`src/rtl/ram_arbiter_pkg.sv`:
```
// Shared widths and FSM state encodings for the two-requester RAM arbiter.
// Optional feature macro: RAM_ARB_INIT_CLEAR_EN (clear-memory sequence after reset).
package ram_arbiter_pkg;

   localparam int DATA_WIDTH = 8;
   localparam int ADDR_WIDTH = 4;
   localparam int DEPTH      = 2 ** ADDR_WIDTH;

   typedef enum logic [0:0] {
      ST_INIT = 1'b0,
      ST_IDLE = 1'b1
   } state_t;

endpackage

```
`src/rtl/ram_arbiter_if.sv`:
```
// Requester/RAM bundle for ram_arbiter. The slave modport is the arbiter side;
// the master modport is the requesters plus the RAM data return.
// Optional feature macro: RAM_ARB_INIT_CLEAR_EN (drives busy).
interface ram_arbiter_if
   import ram_arbiter_pkg::*;
#(
   parameter int DATA_W = DATA_WIDTH,
   parameter int ADDR_W = ADDR_WIDTH
);
   logic              req0, req1;
   logic              we0, we1;
   logic [ADDR_W-1:0] addr0, addr1;
   logic [DATA_W-1:0] wdata0, wdata1;
   logic              ack0, ack1;
   logic              rvalid0, rvalid1;
   logic [DATA_W-1:0] rdata;
   logic              busy;
   logic              ram_en;
   logic              ram_wr_rd;
   logic [ADDR_W-1:0] ram_addr;
   logic [DATA_W-1:0] ram_wdata;
   logic [DATA_W-1:0] ram_rdata;

   modport slave (
      input  req0, req1, we0, we1, addr0, addr1, wdata0, wdata1, ram_rdata,
      output ack0, ack1, rvalid0, rvalid1, rdata, busy,
             ram_en, ram_wr_rd, ram_addr, ram_wdata
   );

   modport master (
      output req0, req1, we0, we1, addr0, addr1, wdata0, wdata1, ram_rdata,
      input  ack0, ack1, rvalid0, rvalid1, rdata, busy,
             ram_en, ram_wr_rd, ram_addr, ram_wdata
   );

endinterface

```
`src/rtl/ram_arbiter_rr_arb2.sv`:
```
// Two-way round-robin grant with a last_grant register. On a tie the
// requester that did not win last time is granted; any grant updates
// last_grant. Reset leaves last_grant = 1 so requester 0 wins the first tie.
module rr_arb2 (
   input  logic       clk,
   input  logic       rstn,
   input  logic [1:0] i_req,
   output logic [1:0] o_grant
);

   logic r_last_grant;

   // One-hot grant from the current requests and the last winner
   always_comb begin
      o_grant = 2'b00;
      case (i_req)
         2'b01:   o_grant = 2'b01;
         2'b10:   o_grant = 2'b10;
         2'b11:   o_grant = r_last_grant ? 2'b01 : 2'b10;
         default: o_grant = 2'b00;
      endcase
   end

   // Remember who won so the next tie goes the other way
   always_ff @(posedge clk or negedge rstn) begin
      if (!rstn)
         r_last_grant <= 1'b1;
      else if (o_grant[0])
         r_last_grant <= 1'b0;
      else if (o_grant[1])
         r_last_grant <= 1'b1;
   end

endmodule

```
`src/rtl/ram_arbiter.sv`:
```
// Two-requester round-robin arbiter/sequencer in front of a single-port RAM
// with one-cycle read latency. All RAM command outputs, acks and rvalids are
// registered; rdata is the RAM output passed straight through.
// Optional feature macro: RAM_ARB_INIT_CLEAR_EN -- after reset, write 0 to
// every address (busy high) before accepting requests.
module ram_arbiter
   import ram_arbiter_pkg::*;
#(
   parameter int DATA_W = DATA_WIDTH,
   parameter int ADDR_W = ADDR_WIDTH,
   parameter int NREQ   = 2
)(
   input  logic          clk,
   input  logic          rstn,
   ram_arbiter_if.slave  bus
);

   logic              r_ack0, r_ack1;
   logic              r_rvalid0, r_rvalid1;
   logic              r_ram_en, r_ram_wr_rd;
   logic [ADDR_W-1:0] r_ram_addr;
   logic [DATA_W-1:0] r_ram_wdata;
   logic              r_rd_pend, r_rd_owner;

   logic              w_idle;
   logic [NREQ-1:0]   w_req, w_grant;
   logic              w_cmd_en, w_cmd_wr;
   logic [ADDR_W-1:0] w_cmd_addr;
   logic [DATA_W-1:0] w_cmd_wdata;
   logic              w_ack0, w_ack1, w_rd_pend, w_rd_owner;

`ifdef RAM_ARB_INIT_CLEAR_EN
   state_t            r_state;
   logic [ADDR_W:0]   r_init_cnt;
   logic [ADDR_W:0]   w_init_cnt_next;

   assign w_init_cnt_next = r_init_cnt + {{ADDR_W{1'b0}}, 1'b1};
   assign w_idle          = (r_state == ST_IDLE);
   assign bus.busy        = (r_state == ST_INIT);

   // Clear sequence: one write per cycle; the extra counter bit flags the end
   always_ff @(posedge clk or negedge rstn) begin
      if (!rstn) begin
         r_state    <= ST_INIT;
         r_init_cnt <= '0;
      end else if (r_state == ST_INIT) begin
         r_init_cnt <= w_init_cnt_next;
         if (w_init_cnt_next[ADDR_W])
            r_state <= ST_IDLE;
      end
   end
`else
   assign w_idle   = 1'b1;
   assign bus.busy = 1'b0;
`endif

   // A requester whose ack is high this cycle is not eligible again yet
   assign w_req = {bus.req1 & ~r_ack1, bus.req0 & ~r_ack0} & {NREQ{w_idle}};

   rr_arb2 u_rr_arb2 (
      .clk     (clk),
      .rstn    (rstn),
      .i_req   (w_req),
      .o_grant (w_grant)
   );

   // Next command: granted request, INIT clear write, or idle (hold wr/addr/data)
   always_comb begin
      w_cmd_en    = 1'b0;
      w_cmd_wr    = r_ram_wr_rd;
      w_cmd_addr  = r_ram_addr;
      w_cmd_wdata = r_ram_wdata;
      w_ack0      = 1'b0;
      w_ack1      = 1'b0;
      w_rd_pend   = 1'b0;
      w_rd_owner  = r_rd_owner;
      if (w_grant[0]) begin
         w_cmd_en    = 1'b1;
         w_cmd_wr    = bus.we0;
         w_cmd_addr  = bus.addr0;
         w_cmd_wdata = bus.wdata0;
         w_ack0      = 1'b1;
         w_rd_pend   = ~bus.we0;
         w_rd_owner  = 1'b0;
      end else if (w_grant[1]) begin
         w_cmd_en    = 1'b1;
         w_cmd_wr    = bus.we1;
         w_cmd_addr  = bus.addr1;
         w_cmd_wdata = bus.wdata1;
         w_ack1      = 1'b1;
         w_rd_pend   = ~bus.we1;
         w_rd_owner  = 1'b1;
      end
`ifdef RAM_ARB_INIT_CLEAR_EN
      if (r_state == ST_INIT) begin
         w_cmd_en    = 1'b1;
         w_cmd_wr    = 1'b1;
         w_cmd_addr  = r_init_cnt[ADDR_W-1:0];
         w_cmd_wdata = '0;
      end
`endif
   end

   // Command register plus read-return tracking one stage behind it
   always_ff @(posedge clk or negedge rstn) begin
      if (!rstn) begin
         r_ram_en    <= 1'b0;
         r_ram_wr_rd <= 1'b0;
         r_ram_addr  <= '0;
         r_ram_wdata <= '0;
         r_ack0      <= 1'b0;
         r_ack1      <= 1'b0;
         r_rd_pend   <= 1'b0;
         r_rd_owner  <= 1'b0;
         r_rvalid0   <= 1'b0;
         r_rvalid1   <= 1'b0;
      end else begin
         r_ram_en    <= w_cmd_en;
         r_ram_wr_rd <= w_cmd_wr;
         r_ram_addr  <= w_cmd_addr;
         r_ram_wdata <= w_cmd_wdata;
         r_ack0      <= w_ack0;
         r_ack1      <= w_ack1;
         r_rd_pend   <= w_rd_pend;
         r_rd_owner  <= w_rd_owner;
         r_rvalid0   <= r_rd_pend & ~r_rd_owner;
         r_rvalid1   <= r_rd_pend &  r_rd_owner;
      end
   end

   assign bus.ram_en    = r_ram_en;
   assign bus.ram_wr_rd = r_ram_wr_rd;
   assign bus.ram_addr  = r_ram_addr;
   assign bus.ram_wdata = r_ram_wdata;
   assign bus.ack0      = r_ack0;
   assign bus.ack1      = r_ack1;
   assign bus.rvalid0   = r_rvalid0;
   assign bus.rvalid1   = r_rvalid1;
   assign bus.rdata     = bus.ram_rdata;

endmodule

```
`src/flat_wrapper.sv`:
```
// flat-port wrapper written by rule: the top's interface ports become plain ports
module ram_arbiter_flat import ram_arbiter_pkg::*;
#(
   parameter int DATA_W = DATA_WIDTH,
   parameter int ADDR_W = ADDR_WIDTH,
   parameter int NREQ   = 2
)
  (clk, rstn, bus_req0, bus_req1, bus_we0, bus_we1, bus_addr0, bus_addr1, bus_wdata0, bus_wdata1, bus_ram_rdata, bus_ack0, bus_ack1, bus_rvalid0, bus_rvalid1, bus_rdata, bus_busy, bus_ram_en, bus_ram_wr_rd, bus_ram_addr, bus_ram_wdata);
  ram_arbiter_if #(.DATA_W(DATA_W), .ADDR_W(ADDR_W)) bus_i ();
  input  logic clk;
  input  logic rstn;
  input wire logic [$bits(bus_i.req0)-1:0] bus_req0;
  input wire logic [$bits(bus_i.req1)-1:0] bus_req1;
  input wire logic [$bits(bus_i.we0)-1:0] bus_we0;
  input wire logic [$bits(bus_i.we1)-1:0] bus_we1;
  input wire logic [$bits(bus_i.addr0)-1:0] bus_addr0;
  input wire logic [$bits(bus_i.addr1)-1:0] bus_addr1;
  input wire logic [$bits(bus_i.wdata0)-1:0] bus_wdata0;
  input wire logic [$bits(bus_i.wdata1)-1:0] bus_wdata1;
  input wire logic [$bits(bus_i.ram_rdata)-1:0] bus_ram_rdata;
  output wire logic [$bits(bus_i.ack0)-1:0] bus_ack0;
  output wire logic [$bits(bus_i.ack1)-1:0] bus_ack1;
  output wire logic [$bits(bus_i.rvalid0)-1:0] bus_rvalid0;
  output wire logic [$bits(bus_i.rvalid1)-1:0] bus_rvalid1;
  output wire logic [$bits(bus_i.rdata)-1:0] bus_rdata;
  output wire logic [$bits(bus_i.busy)-1:0] bus_busy;
  output wire logic [$bits(bus_i.ram_en)-1:0] bus_ram_en;
  output wire logic [$bits(bus_i.ram_wr_rd)-1:0] bus_ram_wr_rd;
  output wire logic [$bits(bus_i.ram_addr)-1:0] bus_ram_addr;
  output wire logic [$bits(bus_i.ram_wdata)-1:0] bus_ram_wdata;
  assign bus_i.req0 = bus_req0;
  assign bus_i.req1 = bus_req1;
  assign bus_i.we0 = bus_we0;
  assign bus_i.we1 = bus_we1;
  assign bus_i.addr0 = bus_addr0;
  assign bus_i.addr1 = bus_addr1;
  assign bus_i.wdata0 = bus_wdata0;
  assign bus_i.wdata1 = bus_wdata1;
  assign bus_i.ram_rdata = bus_ram_rdata;
  assign bus_ack0 = bus_i.ack0;
  assign bus_ack1 = bus_i.ack1;
  assign bus_rvalid0 = bus_i.rvalid0;
  assign bus_rvalid1 = bus_i.rvalid1;
  assign bus_rdata = bus_i.rdata;
  assign bus_busy = bus_i.busy;
  assign bus_ram_en = bus_i.ram_en;
  assign bus_ram_wr_rd = bus_i.ram_wr_rd;
  assign bus_ram_addr = bus_i.ram_addr;
  assign bus_ram_wdata = bus_i.ram_wdata;
  ram_arbiter #(.DATA_W(DATA_W), .ADDR_W(ADDR_W), .NREQ(NREQ)) u_core (.clk(clk), .rstn(rstn), .bus(bus_i));
endmodule
```
`config.mk`:
```
export PLATFORM = sky130hd
export DESIGN_NAME = ram_arbiter_flat
export DESIGN_NICKNAME = d
export VERILOG_FILES = /design/src/rtl/ram_arbiter_pkg.sv /design/src/rtl/ram_arbiter_if.sv /design/src/rtl/ram_arbiter_rr_arb2.sv /design/src/rtl/ram_arbiter.sv /design/src/flat_wrapper.sv
export SDC_FILE = /design/constraint.sdc
export NUM_CORES = 1
export LEC_CHECK = 0
export BUFFER_PORTS_ARGS = -buffer_cell sky130_fd_sc_hd__buf_2
export CORE_MARGIN = 8
export CORE_UTILIZATION = 38
export CTS_BUF_LIST = sky130_fd_sc_hd__clkbuf_4 sky130_fd_sc_hd__clkbuf_8
export DETAILED_ROUTE_END_ITERATION = 8
export PLACE_DENSITY = 0.75
export SLEW_MARGIN = 20
export SYNTH_ARGS = -nofsm -noshare
export SYNTH_HDL_FRONTEND = slang
export SYNTH_SLANG_ARGS = --single-unit
```
`constraint.sdc`:
```
create_clock -name clk -period 1.3 [get_ports clk]
set_input_delay 0.065 -clock clk [delete_from_list [all_inputs] [get_ports clk]]
set_output_delay 0.065 -clock clk [all_outputs]
set_load 0.02 [all_outputs]
```
# [Word level (Yosys, flattened, before mapping)]
# Cells that the tools add are included.
[word_totals] in_bits=38 ff_bits=21 out_inout_bits=27 wordCells=40
[op_classes] eq_ne=3 bitwise_logic=9 n_mux=16 n_reduce_logical=1
[op_table] operator="two-way mux 8 bit" count=2
[op_table] operator="two-way mux 1 bit" count=10
[op_table] operator="two-way mux 4 bit" count=2
[op_table] operator="one-hot mux 2 bit (3 select lines)" count=1
[op_table] operator="NOT 1 bit" count=5
[op_table] operator="AND 1 bit" count=4
[op_table] operator="equality test 2 bit (second input constant)" count=2
[op_table] operator="equality test 2 x 1 -> 1 bit (second input constant)" count=1
[op_table] operator="two-way mux 2 bit" count=1
[op_table] operator="nonzero test 2 bit" count=1

# [Longest topological paths before layout]
[depth] word_depth=6 ltp_mapped=4 mapped_depth_nobuf=3

# [Hierarchy]
# Synthesis repeated with hierarchy kept, for this count alone.
[hier_totals] cells_unflattened=91 area_unflattened_um2=977.2
[modules_own_cells] module="ram_arbiter" area_each_um2=923.4 instances=1 seq_area_each_um2=500.5 cells_per_inst=85
[modules_own_cells] module="rr_arb2" area_each_um2=53.8 instances=1 seq_area_each_um2=26.3 cells_per_inst=6

# [Least setup slack after synthesis]
# OpenSTA, ideal clock, no wires.
[synth_timing] path_kind="register to register" start="register u_core.r_ack0 (netlist: u_core.bus.ack0)" end="register u_core.r_ram_wdata[2] (netlist: u_core.bus.ram_wdata[2])" n_path_buf=1 arrival_ns=1.264 path_stages_with_launch=5 synth_period_minus_slack_ns=1.387 setup_slack_ns=-0.087 path_cell_list="dfrtp_1 and3b_4 buf_6 or3_1 o221a_2"
[synth_between] elab_chain_cells=5 elab_cells_between_ends=8 classes_between="eq/ne (3); mux (2); bitwise (2); reduce/logical (1)"
[synth_rtl] item="from (decl)" line_no="ram_arbiter.sv:18" rtl="logic r_ack0, r_ack1;"
[synth_rtl] item="from (signal assigned)" line_no="ram_arbiter.sv:122" rtl="r_ack0 <= w_ack0;"
[synth_rtl] item="NOT 1 bit *" line_no="ram_arbiter.sv:58" rtl="assign w_req = {bus.req1 & ~r_ack1, bus.req0 & ~r_ack0} & {NREQ{w_idle}};"
[synth_rtl] item="AND 1 bit *" line_no="ram_arbiter.sv:58"
[synth_rtl] item="equality test 2 bit / equality test 2 x 1 -> 1 bit (equally long branches)" line_no="ram_arbiter_rr_arb2.sv:16" rtl="case (i_req)"
[synth_rtl] item="one-hot mux 2 bit (3 select lines) *" line_no="ram_arbiter_rr_arb2.sv:16"
[synth_rtl] item="two-way mux 8 bit / nonzero test 2 bit (equally long branches)"
[synth_rtl] item="to (signal assigned)" line_no="ram_arbiter.sv:121" rtl="r_ram_wdata <= w_cmd_wdata;"
[synth_rtl] item="to (decl)" line_no="ram_arbiter.sv:22" rtl="logic [DATA_W-1:0] r_ram_wdata;"
# Every way passes the cells marked *; elsewhere a longest branch is shown, timed or not.
# A chain may end at the register's enable or synchronous reset.

# [Final worst setup path]
[layout_timing] start="register u_core.r_ack1 (netlist: u_core.bus.ack1)" end="register u_core.r_ram_addr[2] (netlist: u_core.bus.ram_addr[2])"
[layout_between] elab_chain_cells=5 elab_cells_between_ends=8 classes_between="eq/ne (3); mux (2); bitwise (2); reduce/logical (1)"
[layout_rtl] item="from (decl)" line_no="ram_arbiter.sv:18"
[layout_rtl] item="from (signal assigned)" line_no="ram_arbiter.sv:123" rtl="r_ack1 <= w_ack1;"
[layout_rtl] item="NOT 1 bit *" line_no="ram_arbiter.sv:58"
[layout_rtl] item="AND 1 bit *" line_no="ram_arbiter.sv:58"
[layout_rtl] item="equality test 2 bit / equality test 2 x 1 -> 1 bit (equally long branches)" line_no="ram_arbiter_rr_arb2.sv:16"
[layout_rtl] item="one-hot mux 2 bit (3 select lines) *" line_no="ram_arbiter_rr_arb2.sv:16"
[layout_rtl] item="two-way mux 4 bit / nonzero test 2 bit (equally long branches)"
[layout_rtl] item="to (signal assigned)" line_no="ram_arbiter.sv:120" rtl="r_ram_addr <= w_cmd_addr;"
[layout_rtl] item="to (decl)" line_no="ram_arbiter.sv:21" rtl="logic [ADDR_W-1:0] r_ram_addr;"
# Marked as above.

==> implementation parameters <==
Parameter                              Value

Placement
  Detailed-placement wirelength estimate ... 1.84 mm
  Input/output buffers ... 47
  Final RePlAce weighted congestion ... 0.748

Setup path
  Worst path required time ... 1500 ps
  Element type at the critical path start ... flop
  Slowest Stage Delay on Critical Path ... 450 ps
  Standard cell with the maximum stage delay on the critical path ... sky130_fd_sc_hd__or3_2
  Max FO, Critical Path ... 8
  Cell chain of the critical path ... nand2b_4 -> or3_2 -> o221a_2
  Worst setup path class ... reg -> reg
  Worst setup EP type ... flop
  Critical path arrival ... 1480 ps

Routing
  DRC viols ... 0
  Routed len/inst ... 15.5 um
  Number of iterations in the first detailed-routing pass ... 4
  Via density ... 5.13
  Vias after detailed routing ... 780
  Number of design-rule violations left by the first detailed-router iteration ... 27
  Wirelength, routed ... 2.35 mm
  Final antenna-violating net count ... 0

Die
  Die span in y ... 66.6 um
  DIE AREA ... 4440 um2
  Number of primary I/O pins ... 65
  Die W ... 66.6 um
  Initial core utilization ... 39.7%
  Core box area ... 2450 um2
  Row cnt ... 18

Global route
  Antenna violations before repair ... 0
  First-pass GRT wire length ... 3.91 mm
  Pin count of the biggest net entering global routing ... 22
  Overall routing resource usage ... 11.1%
  Vias in the first global route ... 881
  Grt ovf ... 0

Clocking
  Clock-pin slew on the worst setup and hold paths ... 110 ps
  Inserted Clock Buffers ... 3
  CTS Root Buffer Type ... sky130_fd_sc_hd__clkbuf_4
  H-tree level count ... 1
  TritonCTS clock tree ... built
  TritonCTS Sinks ... 21
  Clock buffer depth ... 2
  Later-pin clock latency in the skew report ... 300 ps

STA
  Final number of max-transition violations ... 0
  Number of endpoints with negative hold slack in the final report ... 0
  Clock Skews ... 1.30 ps
  Ratio of final minimum period to clock period ... 98.7%
  Post-route worst hold slack ... 39.2 ps
  RSZ-0062 raised after global routing ... yes
  Crit path time final ... 1280 ps
  Total setup violations reported at the end of the flow ... 0
  Max Fclk ... 0.780 GHz

Finish
  Net count reported at finish ... 161
  Antenna cell count ... 0
  FILL cells ... 227
  Synth-to-layout area growth ... 29.3%
  Layout Utilization ... 51.3%
  Share of post-route cells with drive strength above 1 ... 66.4%

Pwr
  Portion of total power attributed to the clock network ... 17.0%
  Share of power burned in combinational logic ... 36.7%
  Total power divided by cell area ... 1530 nW/um2
  Sequential power share ... 46.4%
  Power Internal ... 1270 uW
  Switching power of the nets ... 648 uW
  Worst VDD drop ... 915 uV
  Switching Share ... 33.7%
  Pleak ... 0.000601 uW
  Total Power ... 1920 uW

Synth
  Post-synthesis cell type count ... 21
  Mean cell area of the mapped netlist ... 13.0 um2
  Synthesized instance count ... 75
  Cell Area, Synth ... 973 um2
  Synthesis Warnings ... 0
  Synth Net Count ... 113
  Seq cells post-synth ... 21
  Part of the Yosys area used for sequential elements ... 54.1%

Flow run
  Max cap viols ... 0

Hold path
  Worst hold-check path type ... in -> reg

Outcome
  Status ... complete, no violations
==> power groups by stage <==
stage	clock (uW)	combinational (uW)	sequential, uW
floorplan	0	324	1060
global placement	0	665	901
CTS	338	703	892
finish	326	705	891
detailed placement	0	684	903
global route	364	768	915
==> Yosys cell counts <==
master                     count  area [um2]
sky130_fd_sc_hd__nand2b_4      1        13.8
sky130_fd_sc_hd__buf_4         9        67.6
sky130_fd_sc_hd__dfrtp_1      20         500
sky130_fd_sc_hd__inv_1         1        3.75
sky130_fd_sc_hd__conb_1        1        3.75
sky130_fd_sc_hd__buf_6         1        11.3
sky130_fd_sc_hd__o21ai_0       1        5.00
sky130_fd_sc_hd__nand2b_1      1        6.26
sky130_fd_sc_hd__or3_2         3        22.5
sky130_fd_sc_hd__o221a_2      13         146
sky130_fd_sc_hd__and3b_4       1        12.5
sky130_fd_sc_hd__nor2_1        3        11.3
sky130_fd_sc_hd__clkbuf_1      1        3.75
sky130_fd_sc_hd__nor2b_4       1        13.8
sky130_fd_sc_hd__and2_1        1        6.26
sky130_fd_sc_hd__clkbuf_8      2        27.5
sky130_fd_sc_hd__dfstp_2       1        26.3
sky130_fd_sc_hd__o21a_1        1        7.51
sky130_fd_sc_hd__nor2b_1       2        12.5
sky130_fd_sc_hd__o21ai_2       1        8.76
sky130_fd_sc_hd__or3_1        10        62.6
==> state kept, by name, indices dropped and copies added, names as in the netlist <==
register	cells
u_core.bus.ack0	1
u_core.bus.ack1	1
u_core.bus.ram_addr	4
u_core.bus.ram_en	1
u_core.bus.ram_wdata	8
u_core.bus.ram_wr_rd	1
u_core.bus.rvalid0	1
u_core.bus.rvalid1	1
u_core.r_rd_owner	1
u_core.r_rd_pend	1
u_core.u_rr_arb2.r_last_grant	1
==> metrics by stage <==
stage / setup WS (ps) / instance area (um2) / setup TNS (ps) / cells
6_report: 17.5 / 1260 / 0 / 152
5_1_grt: -19.8 / 1260 / -38.4 / 152
4_1_cts: 10.0 / 1240 / 0 / 152
3_5_place_dp: -13.4 / 1180 / -21.2 / 144
3_3_place_gp: 20.7 / 1180 / 0 / 144
2_1_floorplan: -27.4 / 986 / -254 / 75
==> critical path, delay by kind of cell (launching register included) <==
kind / cells / cell delay [ps]
DFF: 1 / 430
AOI/OAI and AO/OA: 1 / 130
and+or+nand+nor: 2 / 630
==> cells in the final DEF, fill, tap and decap left out, drive strengths merged <==
master | synthesis | routed
nor2 | 3 | 3
o221a | 13 | 13
conb | 1 | 1
and2 | 1 | 1
o21a | 1 | 1
inv | 1 | 1
nor2b | 3 | 3
dfstp | 1 | 1
buf | 10 | 53
clkbuf | 3 | 4
nand2b | 2 | 3
or3 | 13 | 13
dlygate4sd3 | 0 | 2
and3b | 1 | 1
o21ai | 2 | 2
dfrtp | 20 | 20
==> metal layers <==
metal | GRT usage, % | routed length [um] | up-vias
li1 | - | - | 362
met1 | 11.8 | 889 | 381
met2 | 18.6 | 1200 | 32
met3 | 4.70 | 218 | 5
met4 | 5.07 | 41 | 0
met5 | 0 | 0 | -
==> logic make-up after synthesis <==
logic type | synth area share (%)
and+or+nand+nor | 16.6
buffers and inverters | 11.7
DFF | 54.1
AOI/OAI and AO/OA | 17.2
other | 0.385
==> area by class of cell <==
cell class	count	area, um2	share of cell area, %
Tap cell	30	37.5	2.98
Timing Repair Buffer	55	308	24.5
Multi-Input combinational cell	41	350	27.8
Clock buffer	4	30.0	2.39
Inverter	1	3.75	0.298
Sequential cell	21	529	42.0
==> repair_timing <==
action,in CTS,in global routing
gates cloned,1,0
endpoints found under the setup margin,3,13
buffers inserted,1,0
hold endpoints to repair,21,0
hold buffers,2,0
resized for setup,0,4
==> final timing paths <==
kind                       depth (start not counted)                            end         startpoint  slack (ps)
min in group asynchronous                          2         u_core.bus.ram_addr[0]               rstn         220
min                                                2         u_core.bus.ram_addr[2]       bus_addr0[2]          40
max reg2reg                                        3         u_core.bus.ram_addr[2]    u_core.bus.ack1          20
min reg2reg                                        1             u_core.bus.rvalid0  u_core.r_rd_owner         460
max in group asynchronous                          2  u_core.u_rr_arb2.r_last_grant               rstn         740
max                                                3         u_core.bus.ram_addr[2]    u_core.bus.ack1          20
Power figures use the tool's default switching activity.
